[src/rtl/interrupt_seq.sv]
// interrupt_seq: interrupt entry sequencer for a 6502-style core.
// Arbitrates NMI (edge), BRK (pulse) and IRQ (level) at instruction
// boundaries, hands the request to control, then walks the push/dummy
// steps and the two vector-fetch cycles.
//
// Build option: define INT_SYNC_EN to put nmi_n/irq_n through two-flop
// synchronizers (+2 cycles of input latency). Without it a single
// sampling flop is used (+1 cycle).
//
// state     | meaning
// ----------+-----------------------------------------------------------
// ST_IDLE   | no entry in progress; sources evaluated on inst_boundary
// ST_REQ    | int_req asserted, waiting for int_ack from control
// ST_SEQ    | push/dummy steps 1..5; NMI may hijack IRQ/BRK here
// ST_VEC_LO | fetching vector low byte; NMI pending cleared if NMI
// ST_VEC_HI | fetching vector high byte; set_i pulsed

module interrupt_seq (
    input  logic        clk,
    input  logic        rst_n,
    input  logic        nmi_n,
    input  logic        irq_n,
    input  logic        brk_req,
    input  logic        inst_boundary,
    input  logic        p_i,
    input  logic        int_ack,
    output logic        int_req,
    output logic [1:0]  int_type,
    output logic [2:0]  seq_step,
    output logic [15:0] vec_addr,
    output logic        b_flag,
    output logic        set_i
);

    typedef enum logic [2:0] {
        ST_IDLE   = 3'd0,
        ST_REQ    = 3'd1,
        ST_SEQ    = 3'd2,
        ST_VEC_LO = 3'd3,
        ST_VEC_HI = 3'd4
    } state_t;

    localparam logic [1:0]  TYPE_NONE = 2'b00;
    localparam logic [1:0]  TYPE_IRQ  = 2'b01;
    localparam logic [1:0]  TYPE_NMI  = 2'b10;
    localparam logic [1:0]  TYPE_BRK  = 2'b11;

    localparam logic [15:0] VEC_NMI   = 16'hFFFA;
    localparam logic [15:0] VEC_IRQ   = 16'hFFFE;

    localparam logic [2:0]  STEP_IDLE   = 3'd0;
    localparam logic [2:0]  STEP_FIRST  = 3'd1;
    localparam logic [2:0]  STEP_LAST   = 3'd5;
    localparam logic [2:0]  STEP_VEC_LO = 3'd6;
    localparam logic [2:0]  STEP_VEC_HI = 3'd7;

    // ------------------------------------------------------------------
    // Input sampling. nmi_s_q / irq_s_q are the conditioned copies seen by
    // the detection logic; all sampling flops reset high (inactive).
    // ------------------------------------------------------------------
    logic nmi_s_q, nmi_s_d;
    logic irq_s_q, irq_s_d;

`ifdef INT_SYNC_EN
    logic nmi_m_q, nmi_m_d;
    logic irq_m_q, irq_m_d;

    // Two-stage synchronizer next values.
    always_comb begin
        nmi_m_d = nmi_n;
        irq_m_d = irq_n;
        nmi_s_d = nmi_m_q;
        irq_s_d = irq_m_q;
    end

    // Two-stage synchronizer flops.
    always_ff @(posedge clk or negedge rst_n) begin
        if (!rst_n) begin
            nmi_m_q <= 1'b1;
            irq_m_q <= 1'b1;
            nmi_s_q <= 1'b1;
            irq_s_q <= 1'b1;
        end else begin
            nmi_m_q <= nmi_m_d;
            irq_m_q <= irq_m_d;
            nmi_s_q <= nmi_s_d;
            irq_s_q <= irq_s_d;
        end
    end
`else
    // Single sampling stage next values.
    always_comb begin
        nmi_s_d = nmi_n;
        irq_s_d = irq_n;
    end

    // Single sampling stage flops.
    always_ff @(posedge clk or negedge rst_n) begin
        if (!rst_n) begin
            nmi_s_q <= 1'b1;
            irq_s_q <= 1'b1;
        end else begin
            nmi_s_q <= nmi_s_d;
            irq_s_q <= irq_s_d;
        end
    end
`endif

    // ------------------------------------------------------------------
    // Sequencer state
    // ------------------------------------------------------------------
    state_t      state_q, state_d;
    logic [1:0]  int_type_q, int_type_d;
    logic [2:0]  seq_step_q, seq_step_d;
    logic        b_flag_q, b_flag_d;
    logic        nmi_pend_q, nmi_pend_d;
    logic        nmi_prev_q, nmi_prev_d;

    logic        nmi_edge;
    logic        nmi_active;
    logic        irq_active;

    // Source detection. The raw NMI edge counts as active in the same cycle
    // it is seen so NMI and IRQ have equal detection latency.
    always_comb begin
        nmi_prev_d = nmi_s_q;
        nmi_edge   = nmi_prev_q & ~nmi_s_q;
        nmi_active = nmi_pend_q | nmi_edge;
        irq_active = ~irq_s_q & ~p_i;
    end

    // State register and latched request attributes.
    always_ff @(posedge clk or negedge rst_n) begin
        if (!rst_n) begin
            state_q    <= ST_IDLE;
            int_type_q <= TYPE_NONE;
            seq_step_q <= STEP_IDLE;
            b_flag_q   <= 1'b0;
            nmi_pend_q <= 1'b0;
            nmi_prev_q <= 1'b1;
        end else begin
            state_q    <= state_d;
            int_type_q <= int_type_d;
            seq_step_q <= seq_step_d;
            b_flag_q   <= b_flag_d;
            nmi_pend_q <= nmi_pend_d;
            nmi_prev_q <= nmi_prev_d;
        end
    end

    // Next-state logic: arbitration, handshake, step counting, NMI hijack.
    always_comb begin
        state_d    = state_q;
        int_type_d = int_type_q;
        seq_step_d = seq_step_q;
        b_flag_d   = b_flag_q;
        nmi_pend_d = nmi_pend_q | nmi_edge;

        case (state_q)
            ST_IDLE: begin
                if (inst_boundary && (nmi_active || brk_req || irq_active)) begin
                    state_d = ST_REQ;
                    if (nmi_active) begin
                        int_type_d = TYPE_NMI;
                        b_flag_d   = 1'b0;
                    end else if (brk_req) begin
                        int_type_d = TYPE_BRK;
                        b_flag_d   = 1'b1;
                    end else begin
                        int_type_d = TYPE_IRQ;
                        b_flag_d   = 1'b0;
                    end
                end
            end

            ST_REQ: begin
                // Request is latched; irq_n going away here does not cancel it.
                if (int_ack) begin
                    state_d    = ST_SEQ;
                    seq_step_d = STEP_FIRST;
                end
            end

            ST_SEQ: begin
                // A late NMI steals the vector but the pushed B bit stays.
                if (nmi_active && (int_type_q != TYPE_NMI)) begin
                    int_type_d = TYPE_NMI;
                end
                if (seq_step_q == STEP_LAST) begin
                    state_d    = ST_VEC_LO;
                    seq_step_d = STEP_VEC_LO;
                end else begin
                    seq_step_d = seq_step_q + 3'd1;
                end
            end

            ST_VEC_LO: begin
                // Consume the pending NMI; a fresh edge this cycle survives.
                if (int_type_q == TYPE_NMI) begin
                    nmi_pend_d = nmi_edge;
                end
                state_d    = ST_VEC_HI;
                seq_step_d = STEP_VEC_HI;
            end

            ST_VEC_HI: begin
                state_d    = ST_IDLE;
                seq_step_d = STEP_IDLE;
                int_type_d = TYPE_NONE;
                b_flag_d   = 1'b0;
            end

            default: begin
                state_d    = ST_IDLE;
                seq_step_d = STEP_IDLE;
                int_type_d = TYPE_NONE;
                b_flag_d   = 1'b0;
            end
        endcase
    end

    // Outputs decoded from the registered state.
    always_comb begin
        int_req  = (state_q == ST_REQ);
        int_type = int_type_q;
        seq_step = seq_step_q;
        b_flag   = b_flag_q;
        set_i    = (state_q == ST_VEC_HI);
        vec_addr = 16'h0000;
        case (state_q)
            ST_VEC_LO: vec_addr = (int_type_q == TYPE_NMI) ? VEC_NMI : VEC_IRQ;
            ST_VEC_HI: vec_addr = ((int_type_q == TYPE_NMI) ? VEC_NMI : VEC_IRQ) + 16'h0001;
            default:   vec_addr = 16'h0000;
        endcase
    end

endmodule
[config.mk]
export PLATFORM = sky130hd
export DESIGN_NAME = interrupt_seq
export DESIGN_NICKNAME = d
export VERILOG_FILES = /design/src/rtl/interrupt_seq.sv
export SDC_FILE = /design/constraint.sdc
export NUM_CORES = 1
export LEC_CHECK = 0
export ABC_AREA = 1
export CAP_MARGIN = 20
export CORE_MARGIN = 1
export CORE_UTILIZATION = 25
export CTS_CLUSTER_SIZE = 8
export DETAILED_ROUTE_END_ITERATION = 7
export HOLD_SLACK_MARGIN = 0.03
export SLEW_MARGIN = 30
export SYNTH_ARGS = -nofsm -noshare
export SYNTH_HDL_FRONTEND = slang
export SYNTH_SLANG_ARGS = --single-unit
export TNS_END_PERCENT = 100
[constraint.sdc]
create_clock -name clk -period 2.5 [get_ports clk]
set_input_delay 0.5 -clock clk [delete_from_list [all_inputs] [get_ports clk]]
set_output_delay 0.5 -clock clk [all_outputs]
set_load 0.01 [all_outputs]
==> results_tabular.tex <==
\begin{tabular}{lr}
\hline
Metric & Value \\
\hline
\multicolumn{2}{l}{\textbf{STA}} \\
Final clock skew & 0.003200 ns \\
Final Max Tran Viols & 0 \\
Setup TNS Final & 0 ns \\
Slew at the pin with the worst max-slew slack & 0.5871 ns \\
Final period utilization & 0.9354 \\
Min Tclk post-route & 2.338 ns \\
Tightest slew margin relative to the limit & 0.6074 \\
Maximum operating frequency & 0.4276 GHz \\
Hold violation total from the final report & 0 \\
Final-report setup violation count & 0 \\
RSZ-0062 raised after global routing & no \\
\multicolumn{2}{l}{\textbf{Setup path}} \\
Reg2reg setup slack & 1.23 ns \\
Class of the most critical setup path & reg2out \\
Startpoint of the worst-slack reg-to-reg timing path & nmi\_prev\_q \\
FF-to-FF End & int\_type[0] \\
Worst Reg-to-Reg Cells & 7 \\
Crit end category & output pin \\
CP max FO & 4 \\
Data arrival at the endpoint of the critical path & 1.84 ns \\
Startpoint type of the worst setup path & flop \\
Family with the most delay on the worst path & buffers and inverters \\
Library cell contributing the largest single delay on the critical path & sky130\_fd\_sc\_hd\_\_clkdlybuf4s50\_1 \\
Largest stage delay, worst path & 0.55 ns \\
Total buffers and inverters traversed by the critical path & 3 \\
Crit path capture & vec\_addr[2] \\
List of cells traversed by the critical path & inv\_2 -> nand2\_2 -> nor2\_2 -> inv\_1 -> a21oi\_1 -> clkdlybuf4s50\_1 \\
Worst EP required & 2.00 ns \\
Critical path launch point & state\_q[2] \\
Number of logic stages on the critical path including buffering & 6 \\
\multicolumn{2}{l}{\textbf{Logic synthesis}} \\
Post-synth cell types & 21 \\
Cell area after synthesis & 827.0 sq um \\
Share of async-settable or async-resettable flops after synthesis & 1.000 \\
Total of flip-flops plus latches after synthesis & 13 \\
Mapped Nets & 118 \\
EDFF count, synth & 0 \\
Proportion of synthesized chip area in sequential cells & 0.3979 \\
Cell count after synthesis & 108 \\
Main flop type after synthesis & sky130\_fd\_sc\_hd\_\_dfrtp\_1 \\
Yosys Warn Count & 0 \\
Per-instance average area after synthesis & 7.658 sq um \\
\multicolumn{2}{l}{\textbf{GRT}} \\
Antenna violations before repair & 0 \\
Wire length of the first global-routing pass & 2663 um \\
Pin count of the biggest net entering global routing & 15 \\
All-Layer GR Usage & 0.1038 \\
Number of global-route vias before repair & 626 \\
Congestion Overflow GR & 0 \\
\multicolumn{2}{l}{\textbf{Power and ir drop}} \\
Net switching power of the design & 0.0006438 W \\
Internal power & 0.0008315 W \\
Cell area power density & 1299 nW/um\^{}2 \\
Clock group share of total power & 0.087 \\
Static Leakage & 0.5840 nW \\
Peak supply drop & 0.4262 mV \\
Fraction of power spent switching nets & 0.4364 \\
Combinational share of power & 0.668 \\
Sequential share of power & 0.245 \\
\multicolumn{2}{l}{\textbf{Clock tree}} \\
Hold buffer count at CTS & 0 \\
TritonCTS clock tree & done \\
TritonCTS Buffers & 3 \\
CTS HTree Levels & 1 \\
Clock transition at the registers of the reported paths & 0.08 ns \\
Post-CTS setup-driven buffer insertion count & 0 \\
CTS Sinks & 13 \\
Max Root-Sink Buffers & 2 \\
Root cell of the clock tree & sky130\_fd\_sc\_hd\_\_clkbuf\_4 \\
Clk\_lat worst skew & 0.27 ns \\
\multicolumn{2}{l}{\textbf{Floorplan}} \\
Io pins & 32 \\
Number of placement rows & 20 \\
Starting utilization of the core area & 0.2665 \\
Floorplan die area & 3542 sq um \\
Die boundary width & 59.52 um \\
Die extent in y & 59.52 um \\
Floorplan Core Area & 3103 sq um \\
\multicolumn{2}{l}{\textbf{Cells and area}} \\
Share of final-layout standard cells stronger than drive strength 1 & 0.1615 \\
Filler cells & 345 \\
Number of antenna cells inserted & 0 \\
Finished layout cell area & 1136 sq um \\
Growth of design area from synthesis to finish & 37.37\% \\
Number of nets in the layout & 141 \\
\multicolumn{2}{l}{\textbf{Outcome}} \\
Run status & finished, final reports clean \\
\multicolumn{2}{l}{\textbf{Route}} \\
Average wire per cell in the routed design & 9.374 um \\
DRC violation total after the first TritonRoute iteration & 4 \\
Post-route DRC & 0 \\
Vias after detailed routing & 702 \\
Vias per cell & 4.034 \\
Initial DRT Pass Iterations & 3 \\
Total Wirelength & 1631 um \\
Number of nets with antenna violations after detailed routing & 0 \\
\multicolumn{2}{l}{\textbf{Place}} \\
Port-buffer cells & 31 \\
Post-DP HPWL & 1305 um \\
Placer congestion estimate & 0.8248 \\
Post-detailed-placement cell area & 1095 sq um \\
\multicolumn{2}{l}{\textbf{Run}} \\
Max-capacitance violation count & 0 \\
\multicolumn{2}{l}{\textbf{Hold path}} \\
Min-delay worst type & reg2reg \\
\hline
\end{tabular}
[layout by cell type, fill, tap and decap left out, types with 3 or more instances in the layout]
cell,Yosys,layout
sky130_fd_sc_hd__clkdlybuf4s50_1,0,29
sky130_fd_sc_hd__nand2_1,24,23
sky130_fd_sc_hd__inv_1,18,18
sky130_fd_sc_hd__dfrtp_1,10,10
sky130_fd_sc_hd__nor2_1,9,8
sky130_fd_sc_hd__nand2_2,4,4
sky130_fd_sc_hd__o21ai_0,4,4
sky130_fd_sc_hd__nand3_1,4,4
sky130_fd_sc_hd__nor2_2,2,3
sky130_fd_sc_hd__nor2_4,3,3
sky130_fd_sc_hd__clkbuf_4,0,3
sky130_fd_sc_hd__dfstp_2,3,3
[sequential cells by signal (all words and copies together) (netlist names)]
signal and flops:
irq_s_q 1, int_type 2, b_flag 1, nmi_prev_q 1, seq_step 3, nmi_prev_d 1
nmi_pend_q 1, state_q 3
[cell type report]
cell class / instances / area, sq um / area share
multi-input combinational: 62 / 335.3 / 0.2952
tap: 44 / 55.05 / 0.04846
timing repair buffer: 31 / 315.3 / 0.2775
clock buffer: 4 / 26.28 / 0.02313
inverter: 20 / 75.07 / 0.06608
sequential: 13 / 329.1 / 0.2896
[synthesized netlist by cell type (2+ instances only)]
library cell	count	area (sq um)
sky130_fd_sc_hd__buf_4	13	97.59
sky130_fd_sc_hd__dfrtp_1	10	250.2
sky130_fd_sc_hd__dfstp_2	3	78.83
sky130_fd_sc_hd__ha_1	2	25.02
sky130_fd_sc_hd__inv_1	18	67.56
sky130_fd_sc_hd__inv_2	2	7.510
sky130_fd_sc_hd__nand2_1	24	90.09
sky130_fd_sc_hd__nand2_2	4	25.02
sky130_fd_sc_hd__nand3_1	4	20.02
sky130_fd_sc_hd__nand3b_1	2	15.01
sky130_fd_sc_hd__nor2_1	9	33.78
sky130_fd_sc_hd__nor2_2	2	12.51
sky130_fd_sc_hd__nor2_4	3	33.78
sky130_fd_sc_hd__o21ai_0	4	20.02
sky130_fd_sc_hd__o21ai_1	2	10.01
[kinds of logic (layout without fill, tap and decap cells)]
family / Yosys count / after routing / share of synthesized area
adder cells (fa/ha/maj): 2 / 2 / 0.03025
flip-flops: 13 / 13 / 0.3979
AO/OA/AOI/OAI: 10 / 10 / 0.06960
buffers and inverters: 33 / 55 / 0.2088
AND/OR/NAND/NOR: 50 / 50 / 0.2935
[worst min-delay path by stage]
stage                             to  cells past startpoint  slack [ns]  startpoint
final                     nmi_prev_q                      0        0.36  nmi_prev_d
after global routing      nmi_prev_q                      0        0.38  nmi_prev_d
after CTS                 nmi_prev_q                      0        0.37  nmi_prev_d
after detailed placement  nmi_prev_q                      0        0.36  nmi_prev_d
after global placement    nmi_prev_q                      0        0.36  nmi_prev_d
after floorplan               b_flag                      0        0.20       rst_n
[power groups by stage]
stage                     Sequential (W)  Clock, W  Combinational [W]
after floorplan                 0.000371         0           0.000664
after global placement          0.000362         0           0.000969
after detailed placement        0.000366         0           0.000979
after CTS                       0.000362  0.000135           0.000989
after global routing            0.000371  0.000144            0.00109
final                           0.000361  0.000128           0.000986
[stage by stage]
| stage | instances | utilization | total power [W] | setup slack (ns) | hold slack (ns) |
|---|---|---|---|---|---|
| CTS | 174 | 0.3621 | 0.001486 | 0.009293 | 0.3713 |
| finish | 174 | 0.3661 | 0.001475 | 0.1616 | 0.3639 |
| floorplan | 108 | - | 0.001035 | 0.6413 | 0.2044 |
| detailed placement | 170 | 0.3528 | 0.001345 | 0.1875 | 0.3605 |
| global route | 174 | 0.3661 | 0.001610 | 0.003699 | 0.3764 |
| global placement | 170 | 0.3528 | 0.001331 | 0.2962 | 0.3557 |
[metal layers]
layer	GRT usage	up-vias	wire [um]
li1	-	359	-
met1	0.1201	312	739
met2	0.1669	29	748
met3	0.04148	2	119
met4	0.04983	0	23
met5	0	-	0
[what timing repair did]
| item | 4_1_cts | 5_1_grt |
|---|---|---|
| gates resized for setup | 1 | 4 |
| setup endpoints to repair | 14 | 15 |
| hold endpoints to repair | 0 | 0 |
Power figures use the tool's default switching activity.
